[src/rtl/countdown_timer_ctrl.sv]
// MM:SS countdown timer: debounced buttons, IDLE/RUN/PAUSE/EXPIRED FSM, 7-seg and LED drive.
// Latency: press -> 2-FF sync + DB_CYCLES debounce -> 1-cycle pulse -> FSM edge -> registered outputs (+1).
// Backpressure: none; button pulses are consumed on the cycle they appear, lower-priority ones dropped.
// Optional: define ALARM_BLINK_EN to blink LED[15:8] at the tick rate while EXPIRED.
module countdown_timer_ctrl #(
    parameter int TICK_DIV  = 25175000,
    parameter int DB_CYCLES = 251750
) (
    input  logic        MCLK,
    input  logic        RST_N,
    input  logic [3:0]  BT,
    output logic [6:0]  DISP1,
    output logic [6:0]  DISP2,
    output logic [6:0]  DISP3,
    output logic [6:0]  DISP4,
    output logic        DISP1_DP,
    output logic        DISP2_DP,
    output logic        DISP3_DP,
    output logic        DISP4_DP,
    output logic [15:0] LED
);

    localparam int TW = (TICK_DIV > 1) ? $clog2(TICK_DIV) : 1;
    localparam int DW = $clog2(DB_CYCLES + 1);
    localparam logic [TW-1:0] TICK_LAST = TW'(TICK_DIV - 1);
    localparam logic [TW-1:0] TICK_HALF = TW'(TICK_DIV / 2);
    localparam logic [DW-1:0] DB_LAST   = DW'(DB_CYCLES - 1);

    typedef enum logic [1:0] {
        ST_IDLE    = 2'd0,
        ST_RUN     = 2'd1,
        ST_PAUSE   = 2'd2,
        ST_EXPIRED = 2'd3
    } state_t;

    typedef struct packed {
        logic [3:0] m10;
        logic [3:0] m1;
        logic [3:0] s10;
        logic [3:0] s1;
    } bcd_time_t;

    // ---------------------------------------------------------------
    // Button conditioning (buttons are active-low; 1 = released)
    // ---------------------------------------------------------------
    logic [3:0]    bt_s1_q, bt_s2_q;
    logic [3:0]    db_lvl_q;
    logic [DW-1:0] db_cnt_q [4];
    logic [3:0]    press_q;

    // Two-flop synchronizer on the raw button pins.
    always_ff @(posedge MCLK or negedge RST_N) begin
        if (!RST_N) begin
            bt_s1_q <= 4'hF;
            bt_s2_q <= 4'hF;
        end else begin
            bt_s1_q <= BT;
            bt_s2_q <= bt_s1_q;
        end
    end

    // Accept a new level only after it has differed from the accepted one for DB_CYCLES cycles;
    // emit a single-cycle pulse on an accepted released->pressed transition.
    always_ff @(posedge MCLK or negedge RST_N) begin
        if (!RST_N) begin
            db_lvl_q <= 4'hF;
            press_q  <= 4'h0;
            for (int i = 0; i < 4; i++) db_cnt_q[i] <= '0;
        end else begin
            for (int i = 0; i < 4; i++) begin
                press_q[i] <= 1'b0;
                if (bt_s2_q[i] != db_lvl_q[i]) begin
                    if (db_cnt_q[i] == DB_LAST) begin
                        db_lvl_q[i] <= bt_s2_q[i];
                        db_cnt_q[i] <= '0;
                        press_q[i]  <= ~bt_s2_q[i];
                    end else begin
                        db_cnt_q[i] <= db_cnt_q[i] + 1'b1;
                    end
                end else begin
                    db_cnt_q[i] <= '0;
                end
            end
        end
    end

    // Priority resolution: CLEAR > START > MIN+ > SEC+.
    logic cmd_clr, cmd_start, cmd_min, cmd_sec;
    assign cmd_clr   = press_q[3];
    assign cmd_start = press_q[0] & ~press_q[3];
    assign cmd_min   = press_q[1] & ~press_q[3] & ~press_q[0];
    assign cmd_sec   = press_q[2] & ~press_q[3] & ~press_q[0] & ~press_q[1];

    // ---------------------------------------------------------------
    // Timer state
    // ---------------------------------------------------------------
    state_t        state_q, state_d;
    bcd_time_t     time_q, time_d;
    bcd_time_t     preset_q, preset_d;
    logic [TW-1:0] tick_q, tick_d;

    function automatic bcd_time_t inc_min(input bcd_time_t t);
        bcd_time_t r;
        r = t;
        if (t.m1 == 4'd9) begin
            r.m1  = 4'd0;
            r.m10 = (t.m10 == 4'd9) ? 4'd0 : t.m10 + 4'd1;
        end else begin
            r.m1 = t.m1 + 4'd1;
        end
        return r;
    endfunction

    function automatic bcd_time_t inc_sec(input bcd_time_t t);
        bcd_time_t r;
        r = t;
        if (t.s1 == 4'd9) begin
            r.s1  = 4'd0;
            r.s10 = (t.s10 == 4'd5) ? 4'd0 : t.s10 + 4'd1;
        end else begin
            r.s1 = t.s1 + 4'd1;
        end
        return r;
    endfunction

    // One-second decrement with the borrow chain S1 -> S10 -> M1 -> M10.
    // Never applied at 00:00: RUN is only entered with a non-zero time.
    function automatic bcd_time_t dec_sec(input bcd_time_t t);
        bcd_time_t r;
        r = t;
        if (t.s1 != 4'd0) begin
            r.s1 = t.s1 - 4'd1;
        end else begin
            r.s1 = 4'd9;
            if (t.s10 != 4'd0) begin
                r.s10 = t.s10 - 4'd1;
            end else begin
                r.s10 = 4'd5;
                if (t.m1 != 4'd0) begin
                    r.m1 = t.m1 - 4'd1;
                end else begin
                    r.m1  = 4'd9;
                    r.m10 = t.m10 - 4'd1;
                end
            end
        end
        return r;
    endfunction

    // FSM, time and tick counter state registers.
    always_ff @(posedge MCLK or negedge RST_N) begin
        if (!RST_N) begin
            state_q  <= ST_IDLE;
            time_q   <= '0;
            preset_q <= '0;
            tick_q   <= '0;
        end else begin
            state_q  <= state_d;
            time_q   <= time_d;
            preset_q <= preset_d;
            tick_q   <= tick_d;
        end
    end

    // Next-state logic for the FSM, time digits and tick counter.
    always_comb begin
        state_d  = state_q;
        time_d   = time_q;
        preset_d = preset_q;
        tick_d   = tick_q;
        if (cmd_clr) begin
            state_d  = ST_IDLE;
            time_d   = '0;
            preset_d = '0;
            tick_d   = '0;
        end else begin
            case (state_q)
                ST_IDLE: begin
                    if (cmd_start) begin
                        if (time_q != '0) begin
                            preset_d = time_q;
                            tick_d   = '0;
                            state_d  = ST_RUN;
                        end
                    end else if (cmd_min) begin
                        time_d = inc_min(time_q);
                    end else if (cmd_sec) begin
                        time_d = inc_sec(time_q);
                    end
                end
                ST_RUN: begin
                    if (cmd_start) begin
                        // Pausing wins over a coincident tick; the count is held as-is.
                        state_d = ST_PAUSE;
                    end else if (tick_q == TICK_LAST) begin
                        tick_d = '0;
                        time_d = dec_sec(time_q);
                        if (dec_sec(time_q) == '0) state_d = ST_EXPIRED;
                    end else begin
                        tick_d = tick_q + 1'b1;
                    end
                end
                ST_PAUSE: begin
                    if (cmd_start) state_d = ST_RUN;
                end
                ST_EXPIRED: begin
                    if (cmd_start) begin
                        state_d = ST_IDLE;
                        time_d  = preset_q;
                        tick_d  = '0;
                    end else begin
`ifdef ALARM_BLINK_EN
                        tick_d = (tick_q == TICK_LAST) ? '0 : tick_q + 1'b1;
`else
                        tick_d = '0;
`endif
                    end
                end
                default: state_d = ST_IDLE;
            endcase
        end
    end

    // ---------------------------------------------------------------
    // Output drive (all active-low)
    // ---------------------------------------------------------------
    function automatic logic [6:0] seg7(input logic [3:0] d);
        logic [6:0] s;
        case (d)
            4'd0:    s = 7'b1000000;
            4'd1:    s = 7'b1111001;
            4'd2:    s = 7'b0100100;
            4'd3:    s = 7'b0110000;
            4'd4:    s = 7'b0011001;
            4'd5:    s = 7'b0010010;
            4'd6:    s = 7'b0000010;
            4'd7:    s = 7'b1111000;
            4'd8:    s = 7'b0000000;
            4'd9:    s = 7'b0010000;
            default: s = 7'b1111111;
        endcase
        return s;
    endfunction

    logic        tick_hi;
    logic        colon_d;
    logic [15:0] led_d;
    assign tick_hi = (tick_q >= TICK_HALF);

    // Colon and LED values derived from the current state.
    always_comb begin
        colon_d = 1'b0;
        led_d   = 16'hFFFF;
        case (state_q)
            ST_RUN: begin
                colon_d   = tick_hi;
                led_d[0]  = 1'b0;
            end
            ST_PAUSE: led_d[1] = 1'b0;
            ST_EXPIRED: begin
                led_d[2] = 1'b0;
`ifdef ALARM_BLINK_EN
                led_d[15:8] = tick_hi ? 8'hFF : 8'h00;
`else
                led_d[15:8] = 8'h00;
`endif
            end
            default: ;
        endcase
    end

    // Registered display and LED outputs, one cycle behind the timer state.
    always_ff @(posedge MCLK or negedge RST_N) begin
        if (!RST_N) begin
            DISP1    <= 7'b1000000;
            DISP2    <= 7'b1000000;
            DISP3    <= 7'b1000000;
            DISP4    <= 7'b1000000;
            DISP1_DP <= 1'b1;
            DISP2_DP <= 1'b1;
            DISP3_DP <= 1'b1;
            DISP4_DP <= 1'b1;
            LED      <= 16'hFFFF;
        end else begin
            DISP1    <= seg7(time_q.m10);
            DISP2    <= seg7(time_q.m1);
            DISP3    <= seg7(time_q.s10);
            DISP4    <= seg7(time_q.s1);
            DISP1_DP <= 1'b1;
            DISP2_DP <= colon_d;
            DISP3_DP <= 1'b1;
            DISP4_DP <= 1'b1;
            LED      <= led_d;
        end
    end

endmodule
[config.mk]
export PLATFORM = sky130hd
export DESIGN_NAME = countdown_timer_ctrl
export DESIGN_NICKNAME = d
export VERILOG_FILES = /design/src/rtl/countdown_timer_ctrl.sv
export SDC_FILE = /design/constraint.sdc
export NUM_CORES = 1
export LEC_CHECK = 0
export ABC_CLOCK_PERIOD_IN_PS = 6040
export BUFFER_PORTS_ARGS = -buffer_cell sky130_fd_sc_hd__buf_2
export CORE_UTILIZATION = 25
export DETAILED_ROUTE_END_ITERATION = 7
export GPL_ROUTABILITY_DRIVEN = 0
export GPL_TIMING_DRIVEN = 0
export PLACE_DENSITY_LB_ADDON = 0.1
export SLEW_MARGIN = 20
export SYNTH_ARGS = -nofsm -noshare
export SYNTH_HDL_FRONTEND = slang
export SYNTH_SLANG_ARGS = --single-unit
[constraint.sdc]
create_clock -name MCLK -period 6.04 [get_ports MCLK]
set_clock_uncertainty 0.15 [all_clocks]
set_input_delay 0.604 -clock MCLK [delete_from_list [all_inputs] [get_ports MCLK]]
set_output_delay 0.604 -clock MCLK [all_outputs]
set_load 0.02 [all_outputs]
==> summary.txt, run 1 <==
Run status
  • Status: complete, no violations

Worst setup path
  • CP top delay family: simple AND/OR/NAND/NOR gates
  • Most used cell, CP: clkbuf_1
  • Crit path kind: reg -> reg
  • Crit-path max FO: 10
  • Setup crit end kind: flop
  • Crit path cell chain: inv_1, ha_1, nor3b_1, nand4_1, o21a_1, and3_1, clkbuf_1, clkbuf_1, a22o_1
  • Crit path DAT: 4070 ps
  • Buf+Inv Stages, Crit Path: 3
  • CP required: 6230 ps
  • Critical Path Max Stage Delay: 770 ps
  • Slowest CP cell: nor3b_1
  • Crit start category: flop
  • R2R setup slack: 2160 ps

Power
  • Cell internal pwr: 1.91 mW
  • Switching Power: 580 uW
  • Max VDD drop: ~0.00018 V
  • Clock share of power: 0.485
  • Seq pwr share: 0.490
  • Combinational Power Share: 0.025
  • Total power: 2.49 mW
  • Leakage Power: 4.70 nW
  • Power per cell area: 223 nW/um^2
  • Sw frac: 0.233

Routing
  • Via count: 7,461
  • Routed Antenna Nets: 0
  • Detailed Route WL: 25.7 mm
  • DRC Markers: 0
  • Total iterations of the first detailed-routing run: 4
  • Initial DRC Count: 420
  • Vias/cell: 4.65
  • Wirelength per Cell: about 16 um

CTS
  • Reg clk slew, reported paths: 70 ps
  • CTS max path bufs: 2
  • Clk sinks: 179
  • Clock latency on the worst-skew pair: 450 ps
  • Setup bufs post-CTS: 0
  • CTS H-Tree Depth: 4
  • CTS tree: done
  • Num CTS Buffers: 17
  • CTS root buf: clkbuf_16

Finish
  • Share of cells above drive strength 1: 0.137
  • Synth-to-layout area growth: 16.7%
  • Post-Layout Inst Area: 11,200 sq um
  • Ant diodes: 0
  • Fin nets: 1,118

GRT
  • First-pass GRT wire length: between 40 and 50 mm
  • Antenna violations before repair: 0
  • Total track usage: 0.139
  • Total global routing overflow: 0
  • Largest net degree at the start of global routing: 91
  • Vias in the first global route: 7,574

Synth
  • Seq cells post-synth: 179
  • Synth Flop Type: dfrtp_1
  • Synth cell types: 79
  • Mapped cell area: approximately 9600 sq um
  • Register area share after synthesis: 0.470
  • Synth Area per Inst: 9.51 sq um
  • Yosys warns: 0
  • Synth async-reset ratio: 1.00
  • EDFF count, synth: 0
  • Mapped Cells: 1,007

Timing
  • Setup tns final: 0 ps
  • Final hold violation count: 0
  • Final period util: 0.642
  • Peak Freq: 258 MHz
  • Min Clock Period, post-route: 3880 ps
  • Final setup viols: 0
  • Slew margin rel.: 0.401
  • Worst Tran Pin Value: 897 ps
  • Max Slew Vio Count: 0
  • RSZ-0062 raised after global routing: no

Placed design
  • Post-DP Area: 10,500 sq um
  • Final HPWL DP: between 15 and 20 mm
  • IO Port Bufs: 45

Floorplan
  • Die X: 198 um
  • Initial core utilization: 0.254
  • Die Area: approximately 39,000 sq um
  • I/O Pins: 54
  • Die height: ~200 um
  • Core area: approximately 38,000 sq um
  • Row count: a little over 70

Min path
  • Hold Path Class: in -> reg

Run
  • MaxCap Viol Count: 0
[power by group through the flow]
stage	clock network, mW	logic [mW]	registers, mW
3_5_place_dp	0	0.0661	1.24
5_1_grt	1.30	0.0746	1.22
2_1_floorplan	0	0.0269	1.24
4_1_cts	1.26	0.0668	1.22
3_3_place_gp	0	0.0611	1.24
6_report	1.21	0.0627	1.22
[placed cells by master, fill, tap and decap left out, drive strengths merged, types with 9 or more instances in the layout]
cell	count
a31oi	9
a21oi	54
o31ai	17
clkbuf	54
or2	11
nor3b	10
or4	13
a22o	18
dfstp	20
xor2	46
buf	74
dfrtp	159
nor3	26
nor2	130
nor4	16
ha	30
inv	41
nand2	55
and3	15
nand4	26
o21ai	32
nand3	64
xnor2	33
[kinds of logic (layout without fill, tap and decap cells)]
logic type | count (synthesis) | count (layout) | synth area share
buffers and inverters | 98 | 179 | 0.0457
adder cells (fa/ha/maj) | 30 | 30 | 0.0392
XOR/XNOR | 79 | 79 | 0.0722
AO/OA/AOI/OAI | 193 | 193 | 0.136
other | 1 | 8 | 0.000391
flip-flops | 179 | 179 | 0.470
AND/OR/NAND/NOR | 418 | 418 | 0.226
multiplexers | 9 | 9 | 0.0101
[worst register-to-register path, stage by stage, from the launching register on]
cell,delay [ps]
dfrtp_1,480
inv_1,210
ha_1,330
nor3b_1,770
nand4_1,500
o21a_1,280
and3_1,180
clkbuf_1,210
clkbuf_1,370
a22o_1,290
[layout make-up]
class | count | area [sq um]
plain buffers | 61 | 299
multi-input cells | 737 | 4660
clock buffers | 20 | 457
repair buffers | 49 | 310
flip-flops and latches | 179 | 4500
well taps | 511 | 639
fillers | 4047 | 26500
inverters | 37 | 139
clock inverters | 12 | 169
[per-layer routing]
layer / track usage / wire length, um
met5: 0 / 0
met1: 0.194 / 13000
met4: 0.0479 / 434
met2: 0.215 / 11500
met3: 0.0232 / 763
[path summary, 6_finish.rpt]
check	from	end	depth (start not counted)
max	time_q[1]	preset_q[14]	9
min	BT[3]	bt_s1_q[3]	1
max reg2reg	time_q[1]	preset_q[14]	9
min reg2reg	bt_s1_q[0]	bt_s2_q[0]	0
max in group asynchronous	RST_N	bt_s2_q[0]	3
min in group asynchronous	RST_N	DISP3[0]	2
[Yosys cell counts (15+ instances only)]
cell type,instances,area share
dfrtp_1,159,0.42
nor2_1,129,0.051
nand3_1,64,0.033
nand2_1,55,0.022
a21oi_1,54,0.028
xor2_1,46,0.042
inv_1,36,0.014
clkbuf_1,34,0.013
xnor2_1,33,0.030
o21ai_0,31,0.016
ha_1,30,0.039
nand4_1,26,0.017
nor3_1,26,0.014
dfstp_2,20,0.055
a22o_1,18,0.016
o31ai_1,17,0.013
buf_4,16,0.013
and3_1,15,0.0098
[metrics by stage]
step | std cells | hold slack [ps] | setup slack, ps | utilization
finish | 1606 | 99.0 | 2160 | 0.297
CTS | 1606 | 72.4 | 2210 | 0.297
global placement | 1570 | 197 | 882 | 0.278
detailed placement | 1573 | 197 | 2270 | 0.280
floorplan | 1014 | 158 | 3410 | -
global route | 1606 | 74.3 | 2010 | 0.297
[timing repair]
item | CTS | global route
gates resized for setup | 0 | 0
hold endpoints to repair | 2 | 0
hold buffers | 1 | 0
[state kept, by name, indices dropped and copies added, names as in the netlist]
signal,flops
DISP1,7
DISP3,7
state_q,2
press_q,4
preset_q,16
DISP2,7
db_cnt_q,72
db_lvl_q,4
bt_s1_q,4
tick_q,25
DISP4,7
time_q,16
DISP2_DP,1
LED,3
bt_s2_q,4
No activity file was read; power rests on OpenSTA's default activity.
==> inputs of run 2 (changes only) <==
- ABC_CLOCK_PERIOD_IN_PS: 6040 -> 3400
- clock period: 6.04 -> 3.4 ns (I/O delays scaled with it)
==> run 2 against run 1 <==
  * Die area did not move
  * Count of clock-buffer cells in the layout did not move
  * Sequential share of layout area fell by 0.30 points
  * Largest cell class unchanged
==> summary.txt, run 2 (synthesis results as in run 1) <==
Finish
  • Commonest non-fill, non-tap cell in the layout: dfrtp_1
  • Area occupied by multi-input gates: 4700 sq um
  • Post-Layout Inst Area: 11,300 sq um
  • Max reg flops: 72
  • Most frequent cells in the layout: dfrtp_1 (159), nor2_1 (129), nand3_1 (64)
  • Synth-to-layout area growth: 17.6%
  • Share of cells above drive strength 1: 0.142
  • Filler cells: 4,043
  • Reg area: 4500 sq um
  • Post-Route Utilization: 0.299
  • Ant diodes: 0
  • Fin nets: 1,123
  • Regs by FF count: db_cnt_q (72), tick_q (25)
  • Top reg by flops: db_cnt_q

Power
  • Combinational Power Share: 0.026
  • Clock share of power: 0.485
  • Switching Power: 1.03 mW
  • Power per cell area: 393 nW/um^2
  • Leakage Power: 4.72 nW
  • Sw frac: 0.234
  • Seq pwr share: 0.489
  • Cell internal pwr: between 3 and 4 mW
  • Max VDD drop: 0.000328 V

CTS
  • CTS tree: done
  • CTS max path bufs: 2
  • Clk sinks: 179
  • Num CTS Buffers: 17
  • Clock latency on the worst-skew pair: between 400 and 500 ps
  • CTS root buf: clkbuf_16
  • CTS H-Tree Depth: 4
  • Reg clk slew, reported paths: 70 ps

Routing
  • Via count: about 7.5k
  • DRC Markers: 0
  • Total iterations of the first detailed-routing run: 4
  • Initial DRC Count: 460
  • Detailed Route WL: 25.8 mm
  • Vias/cell: 4.67
  • Routed Antenna Nets: 0
  • Wirelength per Cell: 16.0 um

Worst setup path
  • Crit path cell chain: nor2b_1, inv_1, nor2_1, a21boi_1, buf_2, a211oi_1, a221o_1
  • CP top delay family: simple AND/OR/NAND/NOR gates
  • Critical Path Max Stage Delay: 550 ps
  • Crit path DAT: 3450 ps
  • Crit-path max FO: 10
  • Buf+Inv Stages, Crit Path: 2
  • Slowest CP cell: a21boi_1
  • Setup crit end kind: flop
  • Crit path kind: reg -> reg
  • CP required: ~3600 ps
  • Crit start category: flop

Timing
  • RSZ-0062 raised after global routing: no
  • Worst Tran Pin Value: 756 ps
  • Final hold violation count: 0
  • Max Slew Vio Count: 0
  • Slew margin rel.: 0.492
  • Final setup viols: 0
  • Peak Freq: 306 MHz
  • Final period util: 0.961
  • Min Clock Period, post-route: 3270 ps
  • Min setup slack post-route: 134 ps

Floorplan
  • I/O Pins: 54
  • Die X: 198 um
  • Core area: 37,700 sq um
  • Row count: 71
  • Initial core utilization: 0.254
  • Die height: 198 um
  • Die Area: between 30,000 and 40,000 sq um

Placed design
  • Final HPWL DP: 17.9 mm
  • Post-DP Area: 10,500 sq um
  • IO Port Bufs: 45
  • DP Worst Slack: -368 ps

GRT
  • Total track usage: 0.139
  • Total global routing overflow: 0
  • Antenna violations before repair: 0
  • First-pass GRT wire length: 42.5 mm
  • Largest net degree at the start of global routing: a little over 90
  • Vias in the first global route: 7,605

Run status
  • Status: complete, no violations

Run
  • MaxCap Viol Count: 0

Min path
  • Hold Path Class: in -> async
## run 2: what timing repair did
item / 4_1_cts / 5_1_grt
gates resized for setup: 5 / 2
hold buffers: 5 / 0
cloned: 0 / 0
setup endpoints to repair: 39 / 20
pin swaps: 0 / 1
hold endpoints to repair: 163 / 0
setup buffers: 0 / 1
## run 2: worst paths after layout
path	depth (start not counted)	to	startpoint	slack [ps]
setup / recovery	7	time_q[3]	state_q[1]	130
max in group asynchronous	3	bt_s2_q[0]	RST_N	2290
min in group MCLK	0	bt_s2_q[0]	bt_s1_q[0]	210
hold / removal	2	DISP3[0]	RST_N	120
setup reg to reg	7	time_q[3]	state_q[1]	130
hold reg to reg	0	bt_s2_q[0]	bt_s1_q[0]	210
## run 2: final cells by class
type | count | share of cell area
Multi-Input combinational cell | 737 | 0.417
Sequential cell | 179 | 0.400
Tap cell | 511 | 0.0568
Clock buffer | 20 | 0.0405
Timing Repair Buffer | 54 | 0.0318
Buffer | 61 | 0.0267
Clock inverter | 12 | 0.0150
Inverter | 37 | 0.0123
## run 2: routing by layer
layer / global-route usage / share of wire / vias to the layer above
met5: 0 / 0 / -
met4: 0.0502 / 0.019 / 0
met3: 0.0227 / 0.024 / 24
met2: 0.216 / 0.45 / 100
met1: 0.194 / 0.51 / 3666
li1: - / - / 3735
## run 2: power by group through the flow
stage	combinational [mW]	clock, mW	sequential (mW)
final	0.115	2.15	2.17
after global placement	0.109	0	2.21
after CTS	0.122	2.23	2.17
after floorplan	0.0477	0	2.20
after global routing	0.136	2.32	2.17
after detailed placement	0.117	0	2.21
## run 2: metrics by stage
step / total power, mW / TNS (ps) / hold WS, ps / std cells
2_1_floorplan: 2.25 / 0 / -106 / 1014
3_3_place_gp: 2.32 / -249090 / 197 / 1570
3_5_place_dp: 2.32 / -7910 / -18.4 / 1573
4_1_cts: 4.52 / 0 / 99.7 / 1610
5_1_grt: 4.62 / 0 / 106 / 1611
6_report: 4.43 / 0 / 117 / 1611
